==> config.mk <==
export PLATFORM = sky130hd
export DESIGN_NAME = adder_subtractor_seq_nbits
export DESIGN_NICKNAME = d
export VERILOG_FILES = /design/src/rtl/adder_subtractor_seq_nbits.sv
export SDC_FILE = /design/constraint.sdc
export NUM_CORES = 1
export LEC_CHECK = 0
export ABC_AREA = 1
export BUFFER_PORTS_ARGS = -buffer_cell sky130_fd_sc_hd__buf_2
export CELL_PAD_IN_SITES_DETAIL_PLACEMENT = 2
export CELL_PAD_IN_SITES_GLOBAL_PLACEMENT = 2
export CORE_ASPECT_RATIO = 0.9
export CORE_MARGIN = 2
export CORE_UTILIZATION = 30
export CTS_BUF_LIST = sky130_fd_sc_hd__clkbuf_4 sky130_fd_sc_hd__clkbuf_8
export DETAILED_ROUTE_END_ITERATION = 10
export PLACE_DENSITY_LB_ADDON = 0.1
export SYNTH_ARGS = -nofsm -noshare
export SYNTH_HDL_FRONTEND = slang
export SYNTH_SLANG_ARGS = --single-unit
==> constraint.sdc <==
create_clock -name clk -period 2.7 [get_ports clk]
set_clock_uncertainty 0.05 [all_clocks]
set_input_delay 0.54 -clock clk [delete_from_list [all_inputs] [get_ports clk]]
set_output_delay 0.54 -clock clk [all_outputs]
set_load 0.01 [all_outputs]
==> src/rtl/adder_subtractor_seq_nbits.sv <==
`default_nettype none
// ============================================================================
//  Module   : adder_subtractor_seq_nbits
//  Purpose  : Multi-cycle WIDTH-bit adder/subtractor. Adds or subtracts
//             CHUNK bits per clock, LSB chunk first, and keeps the carry
//             between chunks in a register. Uses a start/busy/done
//             handshake, and the result is held until the next accepted
//             start.
//  Ports    : clk    - clock, all logic on the rising edge
//             rst_n  - synchronous reset, active low
//             start  - request, sampled only in IDLE or DONE
//             a, b   - operands, latched on an accepted start
//             k      - mode, 0 = add and 1 = subtract, latched on accept
//             busy   - high while the chunks are being processed
//             done   - one-cycle pulse, sum/cout valid
//             sum    - result, modulo 2^WIDTH
//             cout   - carry out of the MSB (for subtract: 1 = no borrow)
//             ovf    - signed overflow, only when ADDSUB_OVERFLOW_EN is
//                      defined
//  Config   : `define ADDSUB_OVERFLOW_EN adds the ovf output and its logic.
//  Revision : 1.0 - initial release
// ============================================================================
module adder_subtractor_seq_nbits #(
  parameter int WIDTH = 8,
  parameter int CHUNK = 2
) (
  input  logic             clk,
  input  logic             rst_n,
  input  logic             start,
  input  logic [WIDTH-1:0] a,
  input  logic [WIDTH-1:0] b,
  input  logic             k,
  output logic             busy,
  output logic             done,
  output logic [WIDTH-1:0] sum,
  output logic             cout
`ifdef ADDSUB_OVERFLOW_EN
  ,
  output logic             ovf
`endif
);

  localparam int NCHUNK = WIDTH / CHUNK;
  localparam int IDXW   = (NCHUNK > 1) ? $clog2(NCHUNK) : 1;
  localparam logic [IDXW-1:0] C_LAST_IDX = IDXW'(NCHUNK - 1);

  // Catch an operand width that does not split into whole chunks.
  if ((CHUNK < 1) || (WIDTH % CHUNK != 0)) begin : g_chunk_check
    $error("adder_subtractor_seq_nbits: CHUNK (%0d) must divide WIDTH (%0d)",
           CHUNK, WIDTH);
  end

  typedef enum logic [1:0] {
    S_IDLE = 2'd0,
    S_RUN  = 2'd1,
    S_DONE = 2'd2
  } state_t;

  state_t           state_q;
  logic [WIDTH-1:0] a_q;
  logic [WIDTH-1:0] b_q;        // already inverted when subtracting
  logic [WIDTH-1:0] sum_q;
  logic [IDXW-1:0]  idx_q;
  logic             carry_q;
  logic             cout_q;
  logic             done_q;

  logic [CHUNK-1:0] w_chunk_a;
  logic [CHUNK-1:0] w_chunk_b;
  logic [CHUNK:0]   w_chunk_sum;
  logic             w_accept;
  logic             w_last;

  assign w_chunk_a   = a_q[idx_q*CHUNK +: CHUNK];
  assign w_chunk_b   = b_q[idx_q*CHUNK +: CHUNK];
  assign w_chunk_sum = {1'b0, w_chunk_a} + {1'b0, w_chunk_b}
                     + {{CHUNK{1'b0}}, carry_q};

  assign w_accept = start && ((state_q == S_IDLE) || (state_q == S_DONE));
  assign w_last   = (state_q == S_RUN) && (idx_q == C_LAST_IDX);

  always_ff @(posedge clk) begin
    if (!rst_n) begin
      state_q <= S_IDLE;
      a_q     <= '0;
      b_q     <= '0;
      sum_q   <= '0;
      idx_q   <= '0;
      carry_q <= 1'b0;
      cout_q  <= 1'b0;
      done_q  <= 1'b0;
    end else begin
      // done is a single-cycle pulse; only the final chunk raises it.
      done_q <= 1'b0;
      case (state_q)
        S_IDLE, S_DONE: begin
          if (w_accept) begin
            // Subtraction as a + ~b + 1: invert B and seed the carry with k.
            a_q     <= a;
            b_q     <= b ^ {WIDTH{k}};
            carry_q <= k;
            sum_q   <= '0;
            idx_q   <= '0;
            state_q <= S_RUN;
          end else begin
            state_q <= S_IDLE;
          end
        end
        S_RUN: begin
          sum_q[idx_q*CHUNK +: CHUNK] <= w_chunk_sum[CHUNK-1:0];
          carry_q <= w_chunk_sum[CHUNK];
          idx_q   <= idx_q + IDXW'(1);
          if (w_last) begin
            cout_q  <= w_chunk_sum[CHUNK];
            done_q  <= 1'b1;
            state_q <= S_DONE;
          end
        end
        default: state_q <= S_IDLE;
      endcase
    end
  end

  assign busy = (state_q == S_RUN);
  assign done = done_q;
  assign sum  = sum_q;
  assign cout = cout_q;

`ifdef ADDSUB_OVERFLOW_EN
  logic ovf_q;
  logic w_msb_cin;

  // Carry into the MSB, recovered from the MSB sum bit of the final chunk.
  assign w_msb_cin = w_chunk_a[CHUNK-1] ^ w_chunk_b[CHUNK-1]
                   ^ w_chunk_sum[CHUNK-1];

  always_ff @(posedge clk) begin
    if (!rst_n) begin
      ovf_q <= 1'b0;
    end else if (w_accept) begin
      ovf_q <= 1'b0;
    end else if (w_last) begin
      ovf_q <= w_msb_cin ^ w_chunk_sum[CHUNK];
    end
  end

  assign ovf = ovf_q;
`else
  // No signed-overflow flag in this build.
`endif

endmodule
`default_nettype wire
======== Word-level counts from Yosys, hierarchy flattened ========
Index checks and enable logic that the tools add are counted.
operators by class
  add/subtract/negate cells ............... 4
  equality and inequality tests ........... 5
  shift operators ......................... 4
  multiplexer cells ....................... 11
  bitwise gates (word level) .............. 1
  reductions and logical operators ........ 10
operators with widths
  operator                                                                count
  3-bit negation with 34-bit output                                       1
  2-bit by 34-bit variable shift with 8-bit output, first input constant  1
  2-bit by 34-bit variable part select with 8-bit output                  1
  8-bit one-hot mux with 2 select lines                                   1
  8-bit by 4-bit variable part select with 2-bit output                   2
  8-bit bitwise mux                                                       1
  8-bit two-way mux                                                       1
  2-bit one-hot mux with 2 select lines                                   2
  2-bit AND reduction                                                     4
  8-bit XOR                                                               1
  2-bit equality test, second input constant                              2
  2-bit two-way mux                                                       2
  2-bit by 2-bit adder with 3-bit output                                  1
  3-bit by 1-bit adder with 3-bit output                                  1
  1-bit two-way mux                                                       3
  2-bit by 1-bit adder with 2-bit output, second input constant           1
  2-bit by 1-bit equality test with 1-bit output, second input constant   1
  1-bit logical AND                                                       2
  2-bit zero test                                                         1
  2-bit by 1-bit != test with 1-bit output, second input constant         1
  2-bit != test, second input constant                                    1
  1-bit one-hot mux with 2 select lines                                   1
  2-bit nonzero test                                                      1
  2-bit OR reduction                                                      1
  1-bit logical OR                                                        1
storage, ports and cells
  flip-flop bits (word level) ............. 31
  input port bits ......................... 20
  output and inout port bits .............. 11
  word-level logic and storage cells ...... 43

======== Logic depth before layout (Yosys ltp) ========
Gate-level depths: netlist of run 1.
  depth after elaboration ................. 6
  gate-level depth with buffers ........... 11
  depth with buffers taken out ............ 9

======== Least setup slack after synthesis of run 1 ========
No wires, ideal clock.
  path type ............................... register to register
  start point ............................. register idx_q[0]
  end point ............................... register sum_q[3], in the netlist sum[3]
  library setup time ...................... 71 ps
  data arrival time ....................... 2207 ps
  required time ........................... 2579 ps
  slack ................................... 371 ps
  cell stages (with the launch flop) ...... 12
  path buffers ............................ 2
  clock period less this slack ............ 2329 ps
  cell sequence ........................... dfxtp_1 buf_4 inv_1 buf_2 o21ai_0 o22ai_1 fa_1 fa_1 nand2_1 nor2_1 nand2_1 a21oi_1
on the way
  word-level cells in the longest chain between the ends .. 6
  elaborated cells between the ends (all ways) .. 9
  those cells by class .................... add/sub (3); shift (4); mux (2)
RTL lines
  item                                                                      line    text
  from (decl)                                                               63      logic [IDXW-1:0] idx_q;
  from (signal assigned)                                                    112     idx_q <= idx_q + IDXW'(1);
  8-bit by 4-bit variable part select with 2-bit output (on tied branches)  74, 75
  2-bit by 2-bit adder with 3-bit output                                    76      assign w_chunk_sum = {1'b0, w_chunk_a} + {1'b0, w_chunk_b}
  3-bit by 1-bit adder with 3-bit output                                    77      + {{CHUNK{1'b0}}, carry_q};
  2-bit by 34-bit variable part select with 8-bit output                    110     sum_q[idx_q*CHUNK +: CHUNK] <= w_chunk_sum[CHUNK-1:0];
  8-bit bitwise mux (*)                                                     110
  8-bit one-hot mux with 2 select lines (*)                                 95      case (state_q)
  to (signal, indexed assignment)                                           110
  to (decl)                                                                 62      logic [WIDTH-1:0] sum_q;
Mark *: on every way between the ends. The rest lies on a longest branch, timed or not.
A chain may end at the register's enable or synchronous reset.

======== Final worst setup path of run 1 ========
  start point ............................. register idx_q[1]
  end point ............................... register sum_q[7], in the netlist sum[7]
Same word-level chain as after synthesis.

==> out/qor.csv, run 1 <==
metric;value;unit
synth_top_area_share;39.9;%
core-area;0.00492;mm^2
max_freq;411;MHz
rows;24;
setup_viol;0;
diodes;0;
post_cts_buffers;0;
avgSynthCellArea;7.86;um^2
synth_edf_count;0;
hold_violations;0;
yosys.area.top_type;dfxtp_1;
cap_viol_max_count;0;
worstRegToRegCells;9;
cts_buffers;5;
ys_warn_count;0;
yosysSeqAreaShare;39.9;%
crit_chain;inv_1 -> o21ai_0 -> o22ai_1 -> fa_1 -> fa_1 -> nand2_1 -> nor2_1 -> nand2_1 -> a21oi_1;
die-height;72.3;um
grt_pass1_wl;7410;um
path_max_fanout;9;
place_congestion;0.847;
die_w;79.9;um
holdPathEnd;sum[7]$_SDFFE_PN0P_;
path_buf_inv;1;
powerDensity;591;mW/mm^2
setup_tns;0;ns
area_delta_synth_final;14.5;%
synth_cells;198;
seq_area;621;um^2
io_pins;31;
ys_ff_latch;31;
cts_htree_levels;2;
globalRouteOverflowTotal;0;
min_path_type;flip-flop to flip-flop;
wirelength;4370;um
synth_cell_types;26;
cts_tree;done;
r2r_setup_slack;0.27;ns
grt_usage;16.9;%
p_leak;0.781;nW
period_needed;2.43;ns
io_buffers;30;
hold_path_depth;2;
start_util;31.6;%
path_clk_slew;0.06;ns
vias;1389;
power.total;1.05;mW
die_area;0.00578;mm^2
status;completed;
critPathRequiredTime;2.86;ns
vdd_drop_max;234;uV
async_reset_ff_share;0;%
dr.pass1.iters;4;
grt_pass1_vias;1472;
timing.final.crit_share;90.1;%
yosys-top-cells-count;41 x nor2_1, 31 x dfxtp_1, 21 x nand2_1;
cp_top_family;adder cells;
drt-initial-drc-count;39;
fin_util;36.2;%
cts.path.max_buffers;2;
rsz0062_at_grt;no;
viasPerCell;4.79;
maxSlewViolCount;0;
arrival;2.59;ns
clock_latency;0.28;ns
clock-sinks;31;
drive_gt1_share;21.3;%
crit_path_max_incr_delay;0.52;ns
synth_most_common_cell;nor2_1;
drc;0;
multi_input_area;788;um^2
synth_area;0.00156;mm^2
antenna_found_initial;0;
cts-root-buf;clkbuf_8;
ant_nets;0;
r2r_start;idx_q[1]$_SDFFE_PN0P_;
ys.flop_type;dfxtp_1;
ctsResizeCount;0;
postCtsHoldBufs;0;
grt_start_max_net_pins;25;
fill_cells;599;
worstHoldStart;sum[7]$_SDFFE_PN0P_;
syn-num-nets;225;
crit_path_end_kind;flip-flop;
timing.slew.headroom;73.4;%
fin_nets;253;
hpwl;3330;um
rr_endpoint;sum[7]$_SDFFE_PN0P_;
cp-start-kind;flip-flop;
crit_slowest_cell;dfxtp_1;
path_class;flip-flop to flip-flop;
avgRoutedWirePerCell;15.1;um
synth.area.top_cells;dfxtp_1 40%, nor2_1 9.9%, o21ai_0 5.8%;
worstMarginPinSlew;0.399;ns
==> layout by cell type (no fill, tap or decap), types with 4 or more instances in the layout <==
cell type	Yosys	layout
o21ai_0	18	18
o21ai_1	6	6
xnor2_1	8	8
o22ai_1	4	4
clkbuf_8	0	5
ha_1	5	5
nand3_1	12	12
a21oi_1	15	15
nand2_1	21	21
inv_1	12	12
dfxtp_1	31	31
buf_2	2	30
nor2_1	41	41
==> report_power, final <==
group | internal, mW | switching [mW]
combinational | 0.0770 | 0.123
sequential | 0.487 | 0.0209
clock | 0.182 | 0.163
total | 0.746 | 0.308
==> worst max path at each step <==
stage / slack [ns] / startpoint / endpoint / cells after the start
finish: 0.27 / idx_q[1]$_SDFFE_PN0P_ / sum[7]$_SDFFE_PN0P_ / 9
global route: 0.07 / idx_q[1]$_SDFFE_PN0P_ / sum[3]$_SDFFE_PN0P_ / 9
CTS: 0.29 / idx_q[1]$_SDFFE_PN0P_ / sum[7]$_SDFFE_PN0P_ / 9
detailed placement: 0.31 / idx_q[1]$_SDFFE_PN0P_ / sum[3]$_SDFFE_PN0P_ / 9
global placement: 0.46 / idx_q[1]$_SDFFE_PN0P_ / sum[7]$_SDFFE_PN0P_ / 9
floorplan: 0.37 / idx_q[0]$_SDFFE_PN0P_ / sum[3]$_SDFFE_PN0P_ / 11
==> registers in the layout, summed over array words and instances (netlist names) <==
name,count
a_q,8
b_q,8
sum,8
idx_q,2
state_q,2
carry_q,1
cout,1
done,1
==> worst reg2reg max path: stages, from the launching register on <==
cell,delay [ns]
dfxtp_1,0.52
inv_1,0.19
o21ai_0,0.11
o22ai_1,0.11
fa_1,0.42
fa_1,0.52
nand2_1,0.09
nor2_1,0.16
nand2_1,0.08
a21oi_1,0.11
==> area by class of cell <==
| cell class | instances | area share (%) |
|---|---|---|
| timing repair buffer | 31 | 8.84 |
| sequential | 31 | 34.8 |
| clock buffer | 6 | 4.28 |
| multi-input combinational | 142 | 44.2 |
| inverter | 15 | 3.30 |
| tap | 65 | 4.56 |
==> metal layers <==
metal | part of all wire, % | wire length (um) | global-route usage [%]
met2 | 47 | 2050 | 27.1
met4 | 1.1 | 48 | 5.65
met1 | 47 | 2080 | 22.5
met3 | 4.5 | 197 | 3.98
met5 | 0 | 0 | 0
==> through the flow <==
| stage | std cells | hold slack (ns) | cell area [um^2] | worst slack (ns) |
|---|---|---|---|---|
| 2_1_floorplan | 198 | 0.399 | 1560 | 0.371 |
| 3_3_place_gp | 284 | 0.418 | 1710 | 0.457 |
| 3_5_place_dp | 284 | 0.428 | 1710 | 0.309 |
| 4_1_cts | 290 | 0.437 | 1780 | 0.287 |
| 5_1_grt | 290 | 0.467 | 1780 | 0.0712 |
| 6_report | 290 | 0.435 | 1780 | 0.268 |
==> cells by family after synthesis <==
group | Yosys count | share of synthesized area (%)
fa+ha+maj | 7 | 6.59
buf+inv | 25 | 9.49
simple gates | 80 | 23.2
compound gates | 47 | 16.4
flops | 31 | 39.9
xor+xnor | 8 | 4.50
(Power assumes the default switching activity.)
==> inputs of run 2 (changes only) <==
--- a/config.mk
+++ b/config.mk
@@ -5,7 +5,6 @@
 export SDC_FILE = /design/constraint.sdc
 export NUM_CORES = 1
 export LEC_CHECK = 0
-export ABC_AREA = 1
 export BUFFER_PORTS_ARGS = -buffer_cell sky130_fd_sc_hd__buf_2
 export CELL_PAD_IN_SITES_DETAIL_PLACEMENT = 2
 export CELL_PAD_IN_SITES_GLOBAL_PLACEMENT = 2
==> out/qor.csv, run 2 <==
metric;value;unit;change
instances_no_fill;252;;-13%
grt_use_met1;17.8;%;-4.7 points
vdd_drop_max;231;uV;-1.6%
worstMarginPinSlew;0.761;ns;+0.362 ns
fill_cells;563;;-6.0%
synth_cell_types;27;;+3.8%
synth_area;0.00152;mm^2;-2.5%
cts_tree;done;;
timing.slew.headroom;49.3;%;-24 points
syn-num-nets;185;;-18%
synth_edf_count;0;;unchanged
post_cts_buffers;0;;unchanged
rows;24;;unchanged
drt-initial-drc-count;31;;-21%
yosys-top-cells-count;31 x dfxtp_1, 28 x nand2_1, 18 x a21boi_1;;
min_path_type;flip-flop to flip-flop;;
vias;1238;;-11%
path_max_fanout;4;;-5
crit_slowest_cell;mux4_2;;
muxShareOfSynthArea;5.94;%;+5.9 points
synth.area.top_cells;dfxtp_1 41%, a21boi_1 8.9%, nand2_1 6.9%;;
wirelength;3730;um;-15%
busiest_layer;met2;;
place_inst;245;;-14%
crit_path_end_kind;flip-flop;;
grt_usage;15.1;%;-1.9 points
yosys.area.top_type;dfxtp_1;;
ant_nets;0;;unchanged
synth-compound-area-share;16.2;%;-0.16 points
clock_latency;0.28;ns;about the same
synthAdderAreaFrac;6.76;%;+0.17 points
final_common_cell;dfxtp_1;;
path_clk_slew;0.07;ns;about the same
start_util;31.2;%;-0.41 points
yosys.area_share.simple;20.9;%;-2.3 points
io_pins;31;;unchanged
max_freq;401;MHz;-2.5%
cp-start-kind;flip-flop;;
die_area;0.00564;mm^2;-2.4%
arrival;2.66;ns;+0.07 ns
synth_most_common_cell;dfxtp_1;;
ys.flop_type;dfxtp_1;;
grt_pass1_wl;6590;um;-11%
viasPerCell;4.91;;+2.6%
pre_cts_slack;0.184;ns;-0.125 ns
diodes;0;;unchanged
whs;0.418;ns;-0.0173 ns
seq_area;621;um^2;unchanged
crit_path_frequent_cell;fa_1;;
synth-xor-area-share;4.62;%;+0.12 points
grt_util_met3;4.28;%;+0.30 points
synth_top_area_share;40.9;%;+1.0 points
avgSynthCellArea;9.61;um^2;+22%
status;completed;;
critPathRequiredTime;2.87;ns;about the same
fin_nets;214;;-15%
core-area;0.00486;mm^2;-1.2%
async_reset_ff_share;0;%;unchanged
yosysSeqAreaShare;40.9;%;+1.0 points
drc;0;;unchanged
ys_warn_count;0;;unchanged
rsz0062_at_grt;no;;
die_w;79.0;um;-1.2%
io_buffers;30;;unchanged
die-height;71.5;um;-1.2%
final_cell_mix;31 x dfxtp_1, 30 x buf_2, 28 x nand2_1, 18 x a21boi_1, 10 x nand3_1;;
antenna_found_initial;0;;unchanged
area_delta_synth_final;18.7;%;
multi_input_area;828;um^2;+5.1%
avgRoutedWirePerCell;14.8;um;-1.8%
cts-root-buf;clkbuf_8;;
setup_tns;0;ns;unchanged
use_met2;26.0;%;-1.1 points
p_leak;0.803;nW;+2.9%
grt_pass1_vias;1356;;-7.9%
cts_buffers;5;;unchanged
ys_ff_latch;31;;unchanged
dr.pass1.iters;3;;-1
synth_top_family_by_area;simple AND/OR/NAND/NOR gates;;
setup_viol;0;;unchanged
drive_gt1_share;25.1;%;+3.8 points
place_congestion;0.729;;-14%
clock-sinks;31;;unchanged
cts.path.max_buffers;2;;unchanged
grt_start_max_net_pins;32;;+28%
crit_path_max_incr_delay;0.55;ns;+0.03 ns
period_needed;2.49;ns;+0.0616 ns
timing.final.crit_share;92.4;%;+2.3 points
synth_cells;158;;-20%
crit_chain;mux4_2 -> fa_1 -> fa_1 -> nor2b_2 -> nand4_1 -> a21boi_1;;
worst_slack;0.206;ns;-0.0616 ns
hold_violations;0;;unchanged
maxSlewViolCount;0;;unchanged
globalRouteOverflowTotal;0;;unchanged
cts_htree_levels;2;;unchanged
hpwl;2820;um;-15%
powerDensity;572;mW/mm^2;-3.2%
path_class;flip-flop to flip-flop;;
cap_viol_max_count;0;;unchanged
[run 2: through the flow]
stage,power [mW],utilization [%],instance area (um^2)
6_report,1.03,37.0,1800
5_1_grt,1.09,37.0,1800
4_1_cts,1.05,37.0,1800
3_5_place_dp,0.669,35.2,1710
3_3_place_gp,0.661,35.2,1710
2_1_floorplan,0.621,-,1520
[run 2: report_power, final]
group	leakage [nW]	switching, mW	total, mW	internal, mW
sequential	0.254	0.0188	0.501	0.482
combinational	0.502	0.0828	0.155	0.0718
clock	0.0470	0.175	0.375	0.200
[run 2: final timing paths]
check                   endpoint                   from  slack [ns]  depth (start not counted)
max          sum[3]$_SDFFE_PN0P_  idx_q[0]$_SDFFE_PN0P_        0.21                          6
min          a_q[3]$_SDFFE_PN0P_    a_q[3]$_SDFFE_PN0P_        0.42                          2
max reg2reg  sum[3]$_SDFFE_PN0P_  idx_q[0]$_SDFFE_PN0P_        0.21                          6
min reg2reg  a_q[3]$_SDFFE_PN0P_    a_q[3]$_SDFFE_PN0P_        0.42                          2
[run 2: cell families after synthesis]
kind of cell               after synthesis
AOI/OAI and AO/OA                       31
xor gates and xnor gates                 8
adders and majority gates                7
buffers and inverters                   14
DFF                                     31
muxes                                    4
and+or+nand+nor                         63
[run 2: cell type report]
class	instances	share of cell area, %
multi-input combinational	113	46.0
inverter	3	0.625
clock buffer	6	4.58
timing repair buffer	33	9.58
sequential	31	34.4
clock inverter	1	0.278
tap	65	4.51
[run 2: critical path: cells and delay by family (launching register included)]
kind,cells,cell delay [ns]
adders and majority gates,2,0.91
muxes,1,0.55
DFF,1,0.45
and+or+nand+nor,2,0.32
AOI/OAI and AO/OA,1,0.13
[run 2: timing repair]
item	in CTS	in global routing
endpoints found under the hold margin	0	0
endpoints found under the setup margin	0	3
gates resized for setup	0	1
hold buffers	0	0
[run 2: metal layers]
| metal | share of wire, % | wire, um | up-vias |
|---|---|---|---|
| li1 | - | - | 608 |
| met1 | 44 | 1660 | 601 |
| met2 | 50 | 1880 | 25 |
| met3 | 4.3 | 162 | 4 |
| met4 | 0.83 | 31 | 0 |
| met5 | 0 | 0 | - |
==> inputs of run 3 (changes only) <==
--- a/config.mk
+++ b/config.mk
@@ -9,7 +9,7 @@
 export CELL_PAD_IN_SITES_DETAIL_PLACEMENT = 2
 export CELL_PAD_IN_SITES_GLOBAL_PLACEMENT = 2
 export CORE_ASPECT_RATIO = 0.9
-export CORE_MARGIN = 2
+export CORE_MARGIN = 5
 export CORE_UTILIZATION = 30
 export CTS_BUF_LIST = sky130_fd_sc_hd__clkbuf_4 sky130_fd_sc_hd__clkbuf_8
 export DETAILED_ROUTE_END_ITERATION = 10
==> out/qor.csv, run 3 (synthesis results as in run 2) <==
metric;value;unit;change
r2r_setup_slack;0.17;ns;-0.04 ns
viasPerCell;4.92;;+0.17%
place_congestion;0.760;;+4.3%
grt_pass1_vias;1366;;+0.74%
cts_buffers;5;;unchanged
drt-initial-drc-count;14;;-55%
drc;0;;unchanged
period_needed;2.53;ns;+0.0406 ns
path_clk_slew;0.06;ns;about the same
postCtsHoldBufs;0;;unchanged
worst_slack;0.165;ns;-0.0406 ns
setup.worst_path.end;sum[3]$_SDFFE_PN0P_;;
dr.pass1.iters;2;;-1
io_buffers;30;;unchanged
setup_viol;0;;unchanged
maxSlewViolCount;0;;unchanged
post_cts_buffers;0;;unchanged
hold_violations;0;;unchanged
power.total;1.06;mW;+3.1%
p_int;0.795;mW;+5.5%
fin_nets;214;;unchanged
grt_usage;12.8;%;-2.2 points
p_leak;0.810;nW;+0.91%
powerDensity;585;mW/mm^2;+2.3%
critPathRequiredTime;2.86;ns;about the same
antenna_found_initial;0;;unchanged
ant_nets;0;;unchanged
cts_tree;done;;
arrival;2.69;ns;+0.03 ns
crit_path_end_kind;flip-flop;;
r2r_start;idx_q[0]$_SDFFE_PN0P_;;
timing.final.crit_share;93.9;%;+1.5 points
status;completed;;
max_freq;395;MHz;-1.6%
final_common_cell;dfxtp_1;;
pre_cts_slack;0.140;ns;-0.0446 ns
cts.path.max_buffers;2;;unchanged
place_inst;245;;unchanged
min_path_type;flip-flop to flip-flop;;
start_util;31.2;%;unchanged
p_switching;0.266;mW;-3.6%
cts-root-buf;clkbuf_8;;
final_cell_mix;31 x dfxtp_1, 30 x buf_2, 28 x nand2_1, 18 x a21boi_1, 10 x nand3_1;;
whs;0.413;ns;-0.00465 ns
cp-startpoint;idx_q[0]$_SDFFE_PN0P_;;
hpwl;3150;um;+12%
die_area;0.00658;mm^2;+17%
dpl_cell_area;0.00171;mm^2;unchanged
setup_tns;0;ns;unchanged
swShare;25.1;%;-1.8 points
drive_gt1_share;25.0;%;-0.13 points
vias;1245;;+0.57%
clkPwrFrac;38.3;%;+1.9 points
grt_pass1_wl;6620;um;+0.53%
wirelength;3930;um;+5.2%
rows;24;;unchanged
cp-start-kind;flip-flop;;
diodes;0;;unchanged
core-area;0.00486;mm^2;unchanged
vdd_drop_max;229;uV;-0.80%
rr_endpoint;sum[3]$_SDFFE_PN0P_;;
fin_util;37.3;%;+0.28 points
p_comb_share;14.5;%;-0.5 points
rsz0062_at_grt;no;;
clock-sinks;31;;unchanged
io_pins;31;;unchanged
instances_no_fill;253;;+0.40%
ctsResizeCount;0;;unchanged
timing.slew.headroom;48.3;%;-1.0 points
seqPwrFrac;47.2;%;-1.4 points
worstRegToRegCells;6;;unchanged
globalRouteOverflowTotal;0;;unchanged
path_max_fanout;4;;unchanged
grt_start_max_net_pins;32;;unchanged
clock_latency;0.28;ns;about the same
cap_viol_max_count;0;;unchanged
cts_htree_levels;2;;unchanged
worstMarginPinSlew;0.776;ns;+0.0153 ns
avgRoutedWirePerCell;15.5;um;+4.8%
die-height;77.5;um;+8.4%
fin_area;0.00182;mm^2;+0.76%
path_class;flip-flop to flip-flop;;
area_delta_synth_final;19.6;%;
die_w;85.0;um;+7.6%
run 3: cell count changes in the layout (fill, tap and decap cells not counted):
cell / delta
clkbuf_4: +1
clkbuf_8: +1
clkinv_2: -1
nor2b_1: +1
nor2b_2: -1
run 3: worst min path at each step:
| stage | start | slack [ns] | depth (start not counted) | to |
|---|---|---|---|---|
| floorplan | a_q[4]$_SDFFE_PN0P_ | 0.38 | 2 | a_q[4]$_SDFFE_PN0P_ |
| global placement | sum[1]$_SDFFE_PN0P_ | 0.40 | 2 | sum[1]$_SDFFE_PN0P_ |
| detailed placement | sum[7]$_SDFFE_PN0P_ | 0.41 | 2 | sum[7]$_SDFFE_PN0P_ |
| CTS | sum[7]$_SDFFE_PN0P_ | 0.42 | 2 | sum[7]$_SDFFE_PN0P_ |
| global route | a_q[4]$_SDFFE_PN0P_ | 0.43 | 2 | a_q[4]$_SDFFE_PN0P_ |
| finish | sum[7]$_SDFFE_PN0P_ | 0.41 | 2 | sum[7]$_SDFFE_PN0P_ |
run 3: layout make-up:
type / count / area, um^2
fill: 560 / 3050
multi-input combinational: 113 / 826
sequential: 31 / 621
timing repair buffer: 33 / 173
clock buffer: 8 / 104
tap: 65 / 81.3
inverter: 3 / 11.3
run 3: power by group through the flow:
stage	sequential, mW	clock, mW	combinational (mW)
floorplan	0.505	0	0.116
global placement	0.511	0	0.151
detailed placement	0.512	0	0.158
CTS	0.502	0.426	0.158
global route	0.504	0.452	0.175
finish	0.501	0.407	0.154
run 3: critical path: stages (launching register included):
cell and delay [ns]:
dfxtp_1 0.43, mux4_2 0.55, fa_1 0.41, fa_1 0.50, nor2b_1 0.23, nand4_1 0.14
a21boi_1 0.15
run 3: layer usage:
metal / wire length, um / vias to the layer above / track usage, % / part of all wire [%]
met5: 0 / - / 0 / 0
met4: 60 / 0 / 5.70 / 1.5
met3: 144 / 5 / 3.07 / 3.7
met2: 2060 / 23 / 22.6 / 53
met1: 1660 / 605 / 14.6 / 42
li1: - / 612 / - / -
